File: config.mk
export PLATFORM = sky130hd
export DESIGN_NAME = clk_period_meter
export DESIGN_NICKNAME = d
export VERILOG_FILES = /design/src/rtl/clk_meter_pkg.sv /design/src/rtl/edge_sync.sv /design/src/rtl/clk_period_meter.sv
export SDC_FILE = /design/constraint.sdc
export NUM_CORES = 1
export LEC_CHECK = 0
export ABC_AREA = 1
export CAP_MARGIN = 40
export CORE_ASPECT_RATIO = 0.9
export CORE_MARGIN = 1
export CORE_UTILIZATION = 50
export DETAILED_ROUTE_END_ITERATION = 6
export PLACE_DENSITY = 0.8
export SYNTH_ARGS = -nofsm -noshare
export SYNTH_HDL_FRONTEND = slang
export SYNTH_SLANG_ARGS = --single-unit
File: constraint.sdc
create_clock -name clk -period 1.5 [get_ports clk]
set_input_delay 0.3 -clock clk [delete_from_list [all_inputs] [get_ports clk]]
set_output_delay 0.3 -clock clk [all_outputs]
set_load 0.005 [all_outputs]
File: src/rtl/clk_meter_pkg.sv
// Shared types and defaults for the clock period meter.
// State encoding plus default parameter values.
package clk_meter_pkg;

    typedef enum logic [1:0] {
        IDLE      = 2'd0,
        WAIT_RISE = 2'd1,
        MEASURE   = 2'd2,
        DONE      = 2'd3
    } state_t;

    localparam int CNT_W_DEF       = 16;
    localparam int TIMEOUT_DEF     = 65535;
    localparam int SYNC_STAGES_DEF = 2;

endpackage

File: src/rtl/edge_sync.sv
// Synchroniser chain plus history flop for an asynchronous input.
// Produces single-cycle rise and fall strobes in the clk domain.
module edge_sync
    import clk_meter_pkg::*;
#(
    parameter int SYNC_STAGES = SYNC_STAGES_DEF
) (
    input  logic clk,
    input  logic rst_n,
    input  logic sig_in,
    output logic rise,
    output logic fall
);

    logic [SYNC_STAGES-1:0] r_sync;
    logic                   r_hist;
    logic                   w_sync;

    assign w_sync = r_sync[SYNC_STAGES-1];

    always_ff @(posedge clk or negedge rst_n) begin
        if (!rst_n) begin
            r_sync <= '0;
            r_hist <= 1'b0;
        end else begin
            r_sync <= {r_sync[SYNC_STAGES-2:0], sig_in};
            r_hist <= w_sync;
        end
    end

    assign rise = w_sync & ~r_hist;
    assign fall = ~w_sync & r_hist;

endmodule

File: src/rtl/clk_period_meter.sv
// Measures period and high time of a slow square wave in clk cycles.
// Start-triggered, with timeout abort when the input stops toggling.
module clk_period_meter
    import clk_meter_pkg::*;
#(
    parameter int CNT_W       = CNT_W_DEF,
    parameter int TIMEOUT     = TIMEOUT_DEF,
    parameter int SYNC_STAGES = SYNC_STAGES_DEF
) (
    input  logic             clk,
    input  logic             rst_n,
    input  logic             sig_in,
    input  logic             start,
    output logic [CNT_W-1:0] period,
    output logic [CNT_W-1:0] high_time,
    output logic             period_valid,
    output logic             timeout,
    output logic             busy
);

    localparam logic [CNT_W-1:0] LP_ONE = CNT_W'(1);
    localparam logic [CNT_W-1:0] LP_TO  = CNT_W'(TIMEOUT);

    logic             w_rise;
    logic             w_fall;

    state_t           r_state;
    state_t           w_state_nxt;
    logic [CNT_W-1:0] r_cnt;
    logic [CNT_W-1:0] w_cnt_nxt;
    logic             r_fall_seen;
    logic             w_fall_seen_nxt;
    logic [CNT_W-1:0] r_ht_cap;
    logic [CNT_W-1:0] w_ht_cap_nxt;
    logic [CNT_W-1:0] r_period;
    logic [CNT_W-1:0] w_period_nxt;
    logic [CNT_W-1:0] r_high;
    logic [CNT_W-1:0] w_high_nxt;
    logic             w_timeout;
    logic             w_valid;

    edge_sync #(
        .SYNC_STAGES(SYNC_STAGES)
    ) u_edge_sync (
        .clk   (clk),
        .rst_n (rst_n),
        .sig_in(sig_in),
        .rise  (w_rise),
        .fall  (w_fall)
    );

    always_ff @(posedge clk or negedge rst_n) begin
        if (!rst_n) begin
            r_state     <= IDLE;
            r_cnt       <= '0;
            r_fall_seen <= 1'b0;
            r_ht_cap    <= '0;
            r_period    <= '0;
            r_high      <= '0;
        end else begin
            r_state     <= w_state_nxt;
            r_cnt       <= w_cnt_nxt;
            r_fall_seen <= w_fall_seen_nxt;
            r_ht_cap    <= w_ht_cap_nxt;
            r_period    <= w_period_nxt;
            r_high      <= w_high_nxt;
        end
    end

    always_comb begin
        w_state_nxt     = r_state;
        w_cnt_nxt       = r_cnt;
        w_fall_seen_nxt = r_fall_seen;
        w_ht_cap_nxt    = r_ht_cap;
        w_period_nxt    = r_period;
        w_high_nxt      = r_high;
        w_timeout       = 1'b0;
        w_valid         = 1'b0;
        unique case (r_state)
            IDLE: begin
                if (start) begin
                    w_cnt_nxt   = LP_ONE;
                    w_state_nxt = WAIT_RISE;
                end
            end
            WAIT_RISE: begin
                if (w_rise) begin
                    w_cnt_nxt       = LP_ONE;
                    w_fall_seen_nxt = 1'b0;
                    w_state_nxt     = MEASURE;
                end else if (r_cnt == LP_TO) begin
                    w_timeout   = 1'b1;
                    w_state_nxt = IDLE;
                end else begin
                    w_cnt_nxt = r_cnt + LP_ONE;
                end
            end
            MEASURE: begin
                if (w_fall && !r_fall_seen) begin
                    w_ht_cap_nxt    = r_cnt;
                    w_fall_seen_nxt = 1'b1;
                end
                // High time is shadowed so an aborted run leaves outputs intact
                if (w_rise) begin
                    w_period_nxt = r_cnt;
                    w_high_nxt   = r_fall_seen ? r_ht_cap : '0;
                    w_state_nxt  = DONE;
                end else if (r_cnt == LP_TO) begin
                    w_timeout   = 1'b1;
                    w_state_nxt = IDLE;
                end else begin
                    w_cnt_nxt = r_cnt + LP_ONE;
                end
            end
            DONE: begin
                w_valid     = 1'b1;
                w_state_nxt = IDLE;
            end
            default: begin
                w_state_nxt = IDLE;
            end
        endcase
    end

    assign period       = r_period;
    assign high_time    = r_high;
    assign period_valid = w_valid;
    assign timeout      = w_timeout;
    assign busy         = (r_state != IDLE);

endmodule
# Word-level counts from Yosys, hierarchy flattened
# Cells that the tools add are included.
# Widths: inputs -> output; s select.
op_classes:
  add_sub_neg: 1
  mul: 0
  div: 0
  order_cmp: 0
  n_eq_ne: 8
  shifts: 0
  n_mux: 18
  n_bitwise: 4
  reduce_logical: 11
ops:
  columns: ["op", "n"]
  rows:
  - ["$mux 16", 5]
  - ["$pmux 16 s3", 1]
  - ["$add 16x1->16 const B", 1]
  - ["$eq 16x16->1 const B", 1]
  - ["$mux 2", 4]
  - ["$pmux 2 s4", 1]
  - ["$mux 1", 6]
  - ["$ne 2x2->1 const B", 3]
  - ["$reduce_and 3->1", 2]
  - ["$eq 2x2->1 const B", 2]
  - ["$reduce_and 2->1", 2]
  - ["$reduce_bool 2->1", 2]
  - ["$reduce_bool 3->1", 1]
  - ["$and 1x1->1", 2]
  - ["$eq 2x1->1 const B", 1]
  - ["$logic_not 2->1", 1]
  - ["$ne 2x1->1 const B", 1]
  - ["$not 1->1", 2]
  - ["$pmux 1 s2", 1]
  - ["$reduce_or 2->1", 1]
  - ["$logic_and 1x1->1", 1]
  - ["$logic_not 1->1", 1]
totals:
  reg_bits: 70
  latch_bits: 0
  mem_bits_rw: 0
  mem_bits_ro: 0
  in_bits: 4
  output_inout_bits: 35
  wordCells: 50
  memories: 0

# Longest topological paths before layout
depth:
  ltp_word: 5
  depth_mapped: 10
  ltp_nobuf: 10

# Hierarchy
# Synthesis repeated with hierarchy kept, for this count alone.
hier_totals:
  hier_cells: 378
  area_unflattened_um2: 3171.8
by_module_without_submodules:
  columns: ["mod", "n_inst", "cells_each", "area_per_inst_um2", "seq_area_each_um2"]
  rows:
  - ["clk_period_meter", 1, 371, 3081.7, 1676.6]
  - ["edge_sync", 1, 7, 90.1, 75.1]

# Worst setup path before layout
# No wires, ideal clock.
synth_path:
  kind: "register to register"
  start: "reg r_state[0]"
  end: "reg r_cnt[5]"
  setup_ns: 0.117
  arrival_ns: 1.452
  required_time_ns: 1.383
  slack_ns: -0.069
  path_stages_with_launch: 10
  path_buffers: 1
  period_less_slack_ns: 1.569
  cell_sequence: "dfrtp_1 -> inv_1 -> ha_1 -> inv_2 -> nor2_8 -> nor2_4 -> buf_4 -> nand4_1 -> nor2_1 -> nor2_1"
synth_via:
  elab_chain_len: 3
  elab_cells_between_ends: 8
  cone_classes: "eq/ne: 4; mux: 1; reduce/logical: 3"
synth_lines:
  columns: ["element", "line", "text"]
  rows:
  - ["from (decl)", "clk_period_meter.sv:27", "state_t r_state;"]
  - ["from (signal assigned)", "clk_period_meter.sv:61", "r_state <= w_state_nxt;"]
  - ["$eq 2x2->1 (tied with other cells)", "clk_period_meter.sv:79", "unique case (r_state)"]
  - ["$ne 2x2->1 (no line) / $reduce_bool 3->1 (equally long branches)", null, null]
  - ["$reduce_and 3->1 (no line)", null, null]
  - ["to (signal assigned)", "clk_period_meter.sv:62", "r_cnt <= w_cnt_nxt;"]
  - ["to (decl)", "clk_period_meter.sv:29", "logic [CNT_W-1:0] r_cnt;"]
# Parallel ways exist; a longest one is shown, timed or not.
# A chain may end at the register's enable or synchronous reset.

# Worst setup path after layout
layout_path:
  start: "reg r_cnt[5]"
  end: "out timeout"
layout_via:
  elab_chain_len: 4
layout_lines:
  columns: ["element", "line", "text"]
  rows:
  - ["$eq 16x16->1", "clk_period_meter.sv:91, clk_period_meter.sv:108", null]
  - ["$mux 1", "clk_period_meter.sv:91, clk_period_meter.sv:108", null]
  - ["$mux 1", "clk_period_meter.sv:104", "if (w_rise) begin"]
  - ["$mux 1", null, null]
  - ["to (decl)", "clk_period_meter.sv:17", "output logic timeout,"]
# No other way between the ends.

==> results.ini <==
[outcome]
status=complete, but fails checks
violations=negative setup slack

[timing]
hold_violations=0
setup_viol_count_final=46
slew_viol_final=0
slew_headroom_pct=75.3
tightestPinTransition_ns=0.370
tns_ns=-5.09
clock_skew_ns=0.0122
period_share_pct=118
min_period_ns=1.77
setup_slack_ns=-0.271
max_freq_ghz=0.565
rsz0062_at_grt=true

[die]
io_pins=39
die_height_um=77.5
dieArea_mm2=0.00665
start_util_pct=51.8
fp-row-count=27
core_area_mm2=0.00611
die_x_um=85.9

[min_path]
min_path_type=reg -> reg
holdPathStages=0
hp-start=u_edge_sync.r_sync[0]$_DFF_PN0_

[cells_and_area]
multi_input_area_mm2=0.00156
regArea_mm2=0.00175
nNetsFinal=498
design_area_mm2=0.00498
area_growth_pct=57.4
diodes=0
drive_gt1_share_pct=38.7
nFillCells=292
utilization_pct=81.5

[global_route]
grt_pass1_wl_mm=13.9
track_usage_pct=27.3
antenna_found_initial=0
grt_overflow=0
grt_max_degree=71
grt_pass1_vias=2928

[power]
design_power_total_mw=6.36
ir_drop_mv=1.20
power_density_mw_per_mm2=1280
p_leak_nw=2.61

[worst_setup_path]
worstSetupPathType=reg -> out
critical_path_arrival_ns=1.47
rr_worst_depth=11
critPathLaunch=r_cnt[5]$_DFFE_PN0P_
worstSetupStartpointType=flop
reg2reg_from=r_state[0]$_DFFE_PN0P_
critPathCaptureType=output pin
path_max_fanout=3
required_ns=1.20

[placement]
hpwlAfterDp_mm=4.94
placed_area_mm2=0.00398
gp_congestion=0.926
dp_slack_ns=-0.247
io_buffers=38

[synthesis]
synth_seq_cells=70
syn_area_mm2=0.00317
synth_area_per_cell_um2=8.49
syn_inst=373
syn_nets=382
ys_seq_area_share_pct=55.3
synthDistinctLibCells=30
ys_warn_count=0

[clock_tree]
cts.path.max_buffers=2
insertion_delay_ns=0.37
numCtsBuffers=9
cts_tree=done
cts_num_sinks=70
cts-root-buf=clkbuf_8
h-tree-depth=3
clk_pin_slew_ns=0.08

[drt]
first_pass_iters=6
avgViaCountPerCell=6.06
antenna_left=0
drtIter0Drc=378
wirelength_mm=11.8
met2_length_mm=5.86
detailroute.via_count=3521
m1WireLength_mm=4.23
wire_per_inst_um=20.4
top_layer=met4
route.met3.wl_mm=1.13
drc=0

[run]
max_cap_violations=0

## report_power, final
group | switching (mW) | internal [mW] | leakage, nW
Clock | 0.816 | 0.780 | 0.0895
Combinational | 1.45 | 1.17 | 1.56
Sequential | 0.128 | 2.02 | 0.962
## metrics by stage
step                      hold slack [ns]  instances
after floorplan                   0.00441        373
after global placement              0.336        531
after detailed placement            0.340        531
after CTS                           0.358        569
after global routing                0.373        581
final                               0.359        581
## cell usage in the layout (no fill, tap or decap), drive strengths merged
master	Yosys	routed
clkinvlp	0	4
clkdlybuf4s50	0	2
o21ai	40	40
bufinv	0	1
nand4	12	12
nand3b	2	2
a31oi	1	1
dfrtp	70	70
a21oi	8	8
ha	5	5
nor2	27	27
inv	37	39
buf	8	79
o22ai	1	1
nand2	123	123
dlygate4sd3	0	1
dlymetal6s2s	0	5
o211ai	1	1
nand3	28	28
nor3	3	3
clkbuf	6	15
dlygate4sd2	0	27
## worst max-delay path, cell delays in order (launching register included)
cell,delay (ns)
dfrtp_1,0.38
nand2_1,0.10
nor2_2,0.25
nand4_4,0.15
nor2_2,0.11
buf_2,0.12
## layout make-up
cell class	count	share of cell area (%)
well taps	87	2.19
inverters	38	3.29
multi-input cells	251	31.3
clock inverters	6	1.41
clock buffers	10	2.56
flip-flops and latches	70	35.2
repair buffers	119	24.1
## sequential cells by signal, summed over array words and instances (netlist names)
| register | flops |
|---|---|
| r_state | 2 |
| high_time | 16 |
| u_edge_sync.r_hist | 1 |
| period | 16 |
| r_fall_seen | 1 |
| r_ht_cap | 16 |
| r_cnt | 16 |
| u_edge_sync.r_sync | 2 |
## layer usage
layer	vias to the layer above	track usage (%)
li1	1434	-
met1	1691	35.0
met2	304	43.5
met3	92	6.70
met4	0	13.2
met5	-	0
## path summary, 6_finish.rpt
check	to	slack [ns]
max	timeout	-0.27
max in group asynchronous	r_cnt[11]$_DFFE_PN0P_	0.71
max reg2reg	r_cnt[6]$_DFFE_PN0P_	-0.25
min	u_edge_sync.r_sync[1]$_DFF_PN0_	0.36
min reg2reg	u_edge_sync.r_sync[1]$_DFF_PN0_	0.36
min in group asynchronous	high_time[2]$_DFFE_PN0P_	0.48
## cell families after synthesis
kind of cell               after synthesis  share of synthesized area [%]
buffers and inverters                   52                           6.72
adders and majority gates                5                           1.98
DFF                                     70                           55.3
and+or+nand+nor                        195                           27.7
AOI/OAI and AO/OA                       51                           8.22
## synthesized netlist by cell type
master | number | area [µm²]
nand2_1 | 120 | 450
dfrtp_1 | 70 | 1750
inv_1 | 29 | 109
o21ai_0 | 29 | 145
nand3_1 | 27 | 135
nor2_1 | 20 | 75.1
nand4_1 | 11 | 68.8
o21ai_1 | 11 | 55.1
a21oi_1 | 8 | 40.0
inv_2 | 8 | 30.0
clkbuf_1 | 6 | 22.5
buf_2 | 5 | 25.0
ha_1 | 5 | 62.6
nor2_2 | 4 | 25.0
nand2_2 | 2 | 12.5
nand3b_1 | 2 | 15.0
nor2_4 | 2 | 22.5
nor3_1 | 2 | 10.0
a31oi_1 | 1 | 6.26
buf_1 | 1 | 3.75
buf_4 | 1 | 7.51
buf_6 | 1 | 11.3
clkinv_1 | 1 | 3.75
nand2_4 | 1 | 11.3
nand3_2 | 1 | 10.0
nand4_2 | 1 | 12.5
nor2_8 | 1 | 20.0
nor3_2 | 1 | 10.0
o211ai_1 | 1 | 7.51
o22ai_1 | 1 | 6.26
## repair_timing
| action | 4_1_cts | 5_1_grt |
|---|---|---|
| hold buffers | 1 | 0 |
| resized for setup | 100 | 91 |
| buffers inserted | 18 | 9 |
| pin swaps | 27 | 27 |
| endpoints found under the hold margin | 70 | 0 |
| cloned | 3 | 5 |
| endpoints found under the setup margin | 64 | 63 |
(Power assumes the default switching activity.)
==> RTL change 1: new RTL, config.mk and constraints unchanged <==
Change the package constant `CNT_W_DEF` from 16 to 24.
--- a/src/rtl/clk_meter_pkg.sv
+++ b/src/rtl/clk_meter_pkg.sv
@@ -10,5 +10,5 @@
     } state_t;
 
-    localparam int CNT_W_DEF       = 16;
+    localparam int CNT_W_DEF       = 24;
     localparam int TIMEOUT_DEF     = 65535;
     localparam int SYNC_STAGES_DEF = 2;
Ports: changed (resized high_time and period); port bits go from 39 to 55. No check against the original RTL was run, so the function may have changed too.
==> RTL change 1 against the original RTL <==
The run still ends with negative setup slack left. Sequential cell count up 32. Synthesized cell count up 47%. Worst hold slack worse by 0.019 ns. Combinational power up 28%. Setup slack worse by 0.31 ns. Wire length up 73%. Design area up 54%. Total power up 27%. Clock skew up 0.0037 ns. Maximum frequency down 15%. Sequential power up 40%. Synthesized area up 47%. Critical path type unchanged.
==> RTL change 1: results (changes against the original RTL) <==
| Metric | Value |
|---|---|
| Status | complete, but fails checks |
| Violated checks | negative setup slack |
| Top cell type's share of synthesized area | 0.549 (-0.00438) |
| Sequential share of cell area | 0.333 (-0.0189) |
| Net Count, Synth | 556 (+46%) |
| Via Count | 5423 (+54%) |
| Hold Path Cell Cnt | 1 (+1) |
| Mean post-synth cell area | 8.50 sq um (+0.16%) |
| Internal | 0.00495 W (+25%) |
| Multi-In Gates | 380 (+51%) |
| Seq Cell Count | 102 (+46%) |
| CP max stage delay | 0.44 ns (+0.06 ns) |
| Final nets | 750 (+51%) |
| Area added between synthesis and finish | 65.0% |
| # setup viols final | 82 (+78%) |
| First DRT Iteration DRCs | 698 (+85%) |
| Buffers outside the clock class | 200 (+68%) |
| Worst reg2reg path depth | 13 (+2) |
| Crit Reg-Reg Startpoint | r_cnt[1]$_DFFE_PN0P_ |
| Buffering overhead | 0.258 (+0.0170) |
| Clkbuf count | 9 (-1) |
| Logic pwr share | 0.412 (about the same) |
| # fillers | 422 (+45%) |
| Tot GR Track Use | 0.342 (+0.0688) |
| Area of the multi-input gates | 0.00259 sq mm (+66%) |
| Register clock-pin slew on the reported worst setup and hold paths | 0.11 ns (+0.03 ns) |
| Setup ws final | -0.581 ns (-0.310 ns) |
| Hold WS | 0.340 ns (-0.0189 ns) |
| R2r endpoint | r_cnt[10]$_DFFE_PN0P_ |
| Place WS | -0.445 ns (-0.198 ns) |
| Vias in the first global route | 4972 (+70%) |
| Hold Path Class | in2reg |
| Worst IR drop on VDD | 1.26 mV (+4.4%) |
| Ranking of synthesized cells by area | dfrtp_1 55%, nand2_1 14%, o21ai_0 6.2% |
| Seq/Total Area, Yosys | 0.549 (-0.00438) |
| Clk_lat worst skew | 0.40 ns (+0.03 ns) |
| Commonest cells in the netlist | 171 x nand2_1, 102 x dfrtp_1, 58 x o21ai_0 |
| Flop2flop setup slack | -0.52 ns (-0.27 ns) |
| Clock Skew | 0.0159 ns (+0.00373 ns) |
| Synth unique cells | 31 (+3.3%) |
| Clock-cell share of area | 0.0235 (-0.0162) |
| WL/cell | 23.6 um (+16%) |
| CP max FO | 2 (-1) |
| Placed cell area | 0.00598 sq mm (+50%) |
| Dpl hpwl | 8290 um (+68%) |
| Port bufs | 54 (+42%) |
## RTL change 1: cell count changes in the layout (fill, tap and decap cells not counted), moves of 7 or more
| cell | unedited run | this run |
|---|---|---|
| o21ai_2 | 9 | 27 |
| nand3_2 | 2 | 28 |
| buf_4 | 52 | 101 |
| nand2_4 | 7 | 23 |
| o21ai_1 | 25 | 32 |
| buf_6 | 16 | 27 |
| inv_1 | 23 | 34 |
| nand2_1 | 86 | 118 |
| nor2_1 | 15 | 27 |
| nor2_4 | 6 | 14 |
| dfrtp_1 | 70 | 102 |
| dlygate4sd2_1 | 27 | 48 |
## RTL change 1: what timing repair did
item	CTS	global route
buffers inserted	46	16
hold buffers	1	0
resized for setup	205	145
setup endpoints to repair	141	98
hold endpoints to repair	29	0
pin swaps	44	47
gates cloned	11	2
## RTL change 1: worst max-delay path, delay by kind of cell (launching register included)
family | cells | cell delay (ns)
DFF | 1 | 0.44
and+or+nand+nor | 6 | 0.82
buffers and inverters | 1 | 0.13
## RTL change 1: worst max path at each step
stage,start,to,depth (start not counted)
CTS,r_cnt[0]$_DFFE_PN0P_,timeout,8
detailed placement,r_cnt[1]$_DFFE_PN0P_,timeout,8
global placement,r_cnt[1]$_DFFE_PN0P_,timeout,8
floorplan,r_state[1]$_DFFE_PN0P_,r_cnt[17]$_DFFE_PN0P_,12
finish,r_cnt[11]$_DFFE_PN0P_,timeout,7
global route,r_cnt[11]$_DFFE_PN0P_,timeout,7
## RTL change 1: cell families (layout without fill, tap and decap cells)
family | Yosys count | after routing | synth area share
xor+xnor | 1 | 1 | 0.00188
simple gates | 295 | 295 | 0.291
compound gates | 79 | 79 | 0.0896
flops | 102 | 102 | 0.549
buf+inv | 65 | 263 | 0.0549
fa+ha+maj | 5 | 5 | 0.0135
## RTL change 1: per-layer routing
| metal | GRT usage | vias up | share of wire |
|---|---|---|---|
| met5 | 0 | - | 0 |
| met4 | 0.188 | 0 | 0.083 |
| met3 | 0.0732 | 186 | 0.11 |
| met2 | 0.586 | 489 | 0.47 |
| met1 | 0.405 | 2589 | 0.34 |
| li1 | - | 2159 | - |
## RTL change 1: power groups by stage
stage | clock (W) | combinational (W) | sequential, W
floorplan | 0 | 0.000972 | 0.00305
global placement | 0 | 0.00195 | 0.00303
detailed placement | 0 | 0.00200 | 0.00304
CTS | 0.00165 | 0.00270 | 0.00300
global route | 0.00183 | 0.00348 | 0.00303
finish | 0.00174 | 0.00334 | 0.00302
## RTL change 1: stage by stage
step            util  std cells  total power, W
2_1_floorplan      -        547         0.00402
3_3_place_gp   0.658        784         0.00498
3_5_place_dp   0.658        784         0.00504
4_1_cts        0.784        856         0.00735
5_1_grt        0.844        867         0.00834
6_report       0.844        867         0.00811
==> RTL change 2: new RTL, config.mk and constraints unchanged <==
Without the edit above. Register the inputs `sig_in` and `start` before use, without a reset. The logic sees them one clock later.
--- a/src/rtl/clk_period_meter.sv
+++ b/src/rtl/clk_period_meter.sv
@@ -21,4 +21,12 @@
     localparam logic [CNT_W-1:0] LP_ONE = CNT_W'(1);
     localparam logic [CNT_W-1:0] LP_TO  = CNT_W'(TIMEOUT);
+
+    logic sig_q;
+    logic start_q;
+
+    always_ff @(posedge clk) begin
+        sig_q   <= sig_in;
+        start_q <= start;
+    end
 
     logic             w_rise;
@@ -45,5 +53,5 @@
         .clk   (clk),
         .rst_n (rst_n),
-        .sig_in(sig_in),
+        .sig_in(sig_q),
         .rise  (w_rise),
         .fall  (w_fall)
@@ -79,5 +87,5 @@
         unique case (r_state)
             IDLE: begin
-                if (start) begin
+                if (start_q) begin
                     w_cnt_nxt   = LP_ONE;
                     w_state_nxt = WAIT_RISE;
Function: changed (a bounded check fails within 4 cycles, from zero or initial values and one cycle with rst_n low).
==> RTL change 2 against the original RTL <==
The flow still finishes with violations (negative setup slack). Design area increased by 3.2%. Synthesized area grew 1.3%. Wire length up 2.4%. Worst hold slack worse by 0.0034 ns. Sequential power increased by 2%. Synthesized cell count grew 0.54%. Setup slack worse by 0.12 ns. Count of clock-buffer cells in the layout did not move. Total power grew 7.4%. Sequential cell count rose by 2. Maximum frequency shrank 6.5%. Combinational power is 11% higher. Largest cell class unchanged.
==> RTL change 2: results (changes against the original RTL) <==
| Metric | Value |
|---|---|
| Relative slew margins | 0.749 (-0.00444) |
| Clk_lat worst skew | 0.38 ns |
| Setup ws final | -0.394 ns (-0.122 ns) |
| Layout cell share with drive strength beyond 1 | 0.410 (+0.0229) |
| Status | complete, but fails checks |
| CP max stage delay | 0.39 ns |
| Synth Area in Compound Gates | 0.0812 (-0.00103) |
| Dpl cells | 532 (+0.19%) |
| WL/cell | 20.5 um (+0.85%) |
| Routed wl met3 | 925 um (-18%) |
| Final nets | 507 (+1.8%) |
| # setup viols final | 65 (+41%) |
| Worst IR drop on VDD | 1.19 mV (-1.3%) |
| Seq/Total Area, Yosys | 0.559 (+0.00558) |
| Synth warnings | 0 (unchanged) |
| Synth Area in Adders | 0.0195 (-0.000247) |
| DR pass1 iterations | 5 (-1) |
| Vias in the first global route | 2947 (+0.65%) |
| # DRC | 0 (unchanged) |
| Non-Filler Instances | 590 (+1.5%) |
| First DRT Iteration DRCs | 379 (+0.26%) |
| LEAKAGE | 2.64 nW (+1.0%) |
| Clock Skew | 0.0114 ns (-0.000851 ns) |
| First-pass GRT wire length | 14000 um (+0.65%) |
| Top sig layer | met4 |
| Share of flip-flops with an asynchronous set or reset | 0.972 (-0.0278) |
| Antenna violations before repair | 0 (unchanged) |
| Total CTS buffers | 9 (unchanged) |
| Root Driver | clkbuf_8 |
| Mux share of post-synthesis cell area | 0 (unchanged) |
| Family with the most delay on the worst path | simple AND/OR/NAND/NOR gates |
| Port bufs | 38 (unchanged) |
| Synth unique cells | 31 (+3.3%) |
| Worst path slowest cell | dfrtp_1 |
| Hold Path Class | reg2reg |
| XOR/XNOR share of the synthesized area | 0 (unchanged) |
| Dpl hpwl | 5000 um (+1.0%) |
| Violated checks | negative setup slack |
| CP max FO | 3 (unchanged) |
| Metal-1 WL | 4260 um (+0.68%) |
| Commonest cells in the netlist | 120 x nand2_1, 70 x dfrtp_1, 29 x inv_1, 29 x o21ai_0, 27 x nand3_1 |
| Largest net degree at the start of global routing | 71 (unchanged) |
| CTS max path bufs | 2 (unchanged) |
| DR vias/cell | 6.00 (-1.0%) |
| Ranking of synthesized cells by area | dfrtp_1 55%, nand2_1 14%, o21ai_0 4.5% |
| Register clock-pin slew on the reported worst setup and hold paths | 0.08 ns (about the same) |
| CP arrival | 1.59 ns (+0.12 ns) |
| Ant. Diodes | 0 (unchanged) |
| Tot GR Track Use | 0.276 (+0.00243) |
| H-tree levels | 3 (unchanged) |
| Metal2 WL | 6100 um (+4.0%) |
| Global placement routability congestion | 0.896 (-3.2%) |
| Cell count after synthesis | 375 (+0.54%) |
RTL change 2: repair_timing:
item                                   in CTS  in global routing
pin swaps                                  20                 33
setup buffers                              25                 12
resized for setup                          96                111
endpoints found under the hold margin      70                  0
hold buffers                                1                  0
cloned                                      3                  6
setup endpoints to repair                  57                 62
RTL change 2: kinds of logic after synthesis:
group                      Yosys count
and+or+nand+nor                    195
DFF                                 72
adders and majority gates            5
AOI/OAI and AO/OA                   51
buffers and inverters               52
RTL change 2: cell type report:
cell class                 instances  area [sq um]
clock buffer                      10           128
clock inverter                     6          92.6
fill                             279          1010
inverter                          38           165
multi-input combinational        251          1600
sequential                        72          1790
tap                               87           109
timing repair buffer             126          1260
RTL change 2: path summary, 6_finish.rpt:
kind                                            from                         endpoint  slack, ns  cells past startpoint
worst min-delay path                   sig_q$_DFF_P_  u_edge_sync.r_sync[0]$_DFF_PN0_       0.36                      0
max in group asynchronous                      rst_n            r_cnt[10]$_DFFE_PN0P_       0.72                      3
worst min register to register         sig_q$_DFF_P_  u_edge_sync.r_sync[0]$_DFF_PN0_       0.36                      0
min in group asynchronous                      rst_n         high_time[2]$_DFFE_PN0P_       0.49                      3
worst max-delay path            r_cnt[0]$_DFFE_PN0P_                          timeout      -0.39                      6
worst max register to register  r_cnt[0]$_DFFE_PN0P_             r_cnt[0]$_DFFE_PN0P_      -0.33                     11
RTL change 2: power breakdown:
group,switching [W],internal [W]
logic,0.00160,0.00129
registers,0.000111,0.00208
clock network,0.000809,0.000945
total,0.00252,0.00432
RTL change 2: metrics by stage:
stage          total power, W  worst slack, ns  setup TNS [ns]  area, sq um   util
3_5_place_dp          0.00381           -0.287           -2.39         4020  0.653
5_1_grt               0.00705           -0.380           -9.33         5140  0.836
6_report              0.00683           -0.394           -7.62         5140  0.836
2_1_floorplan         0.00303          0.00427               0         3220      -
3_3_place_gp          0.00375           -0.271           -1.28         4020  0.653
4_1_cts               0.00614           -0.228           -1.82         4640  0.754
RTL change 2: routing by layer:
layer,track usage,up-vias
li1,-,1458
met1,0.333,1714
met2,0.470,272
met3,0.0681,95
met4,0.113,0
met5,0,-
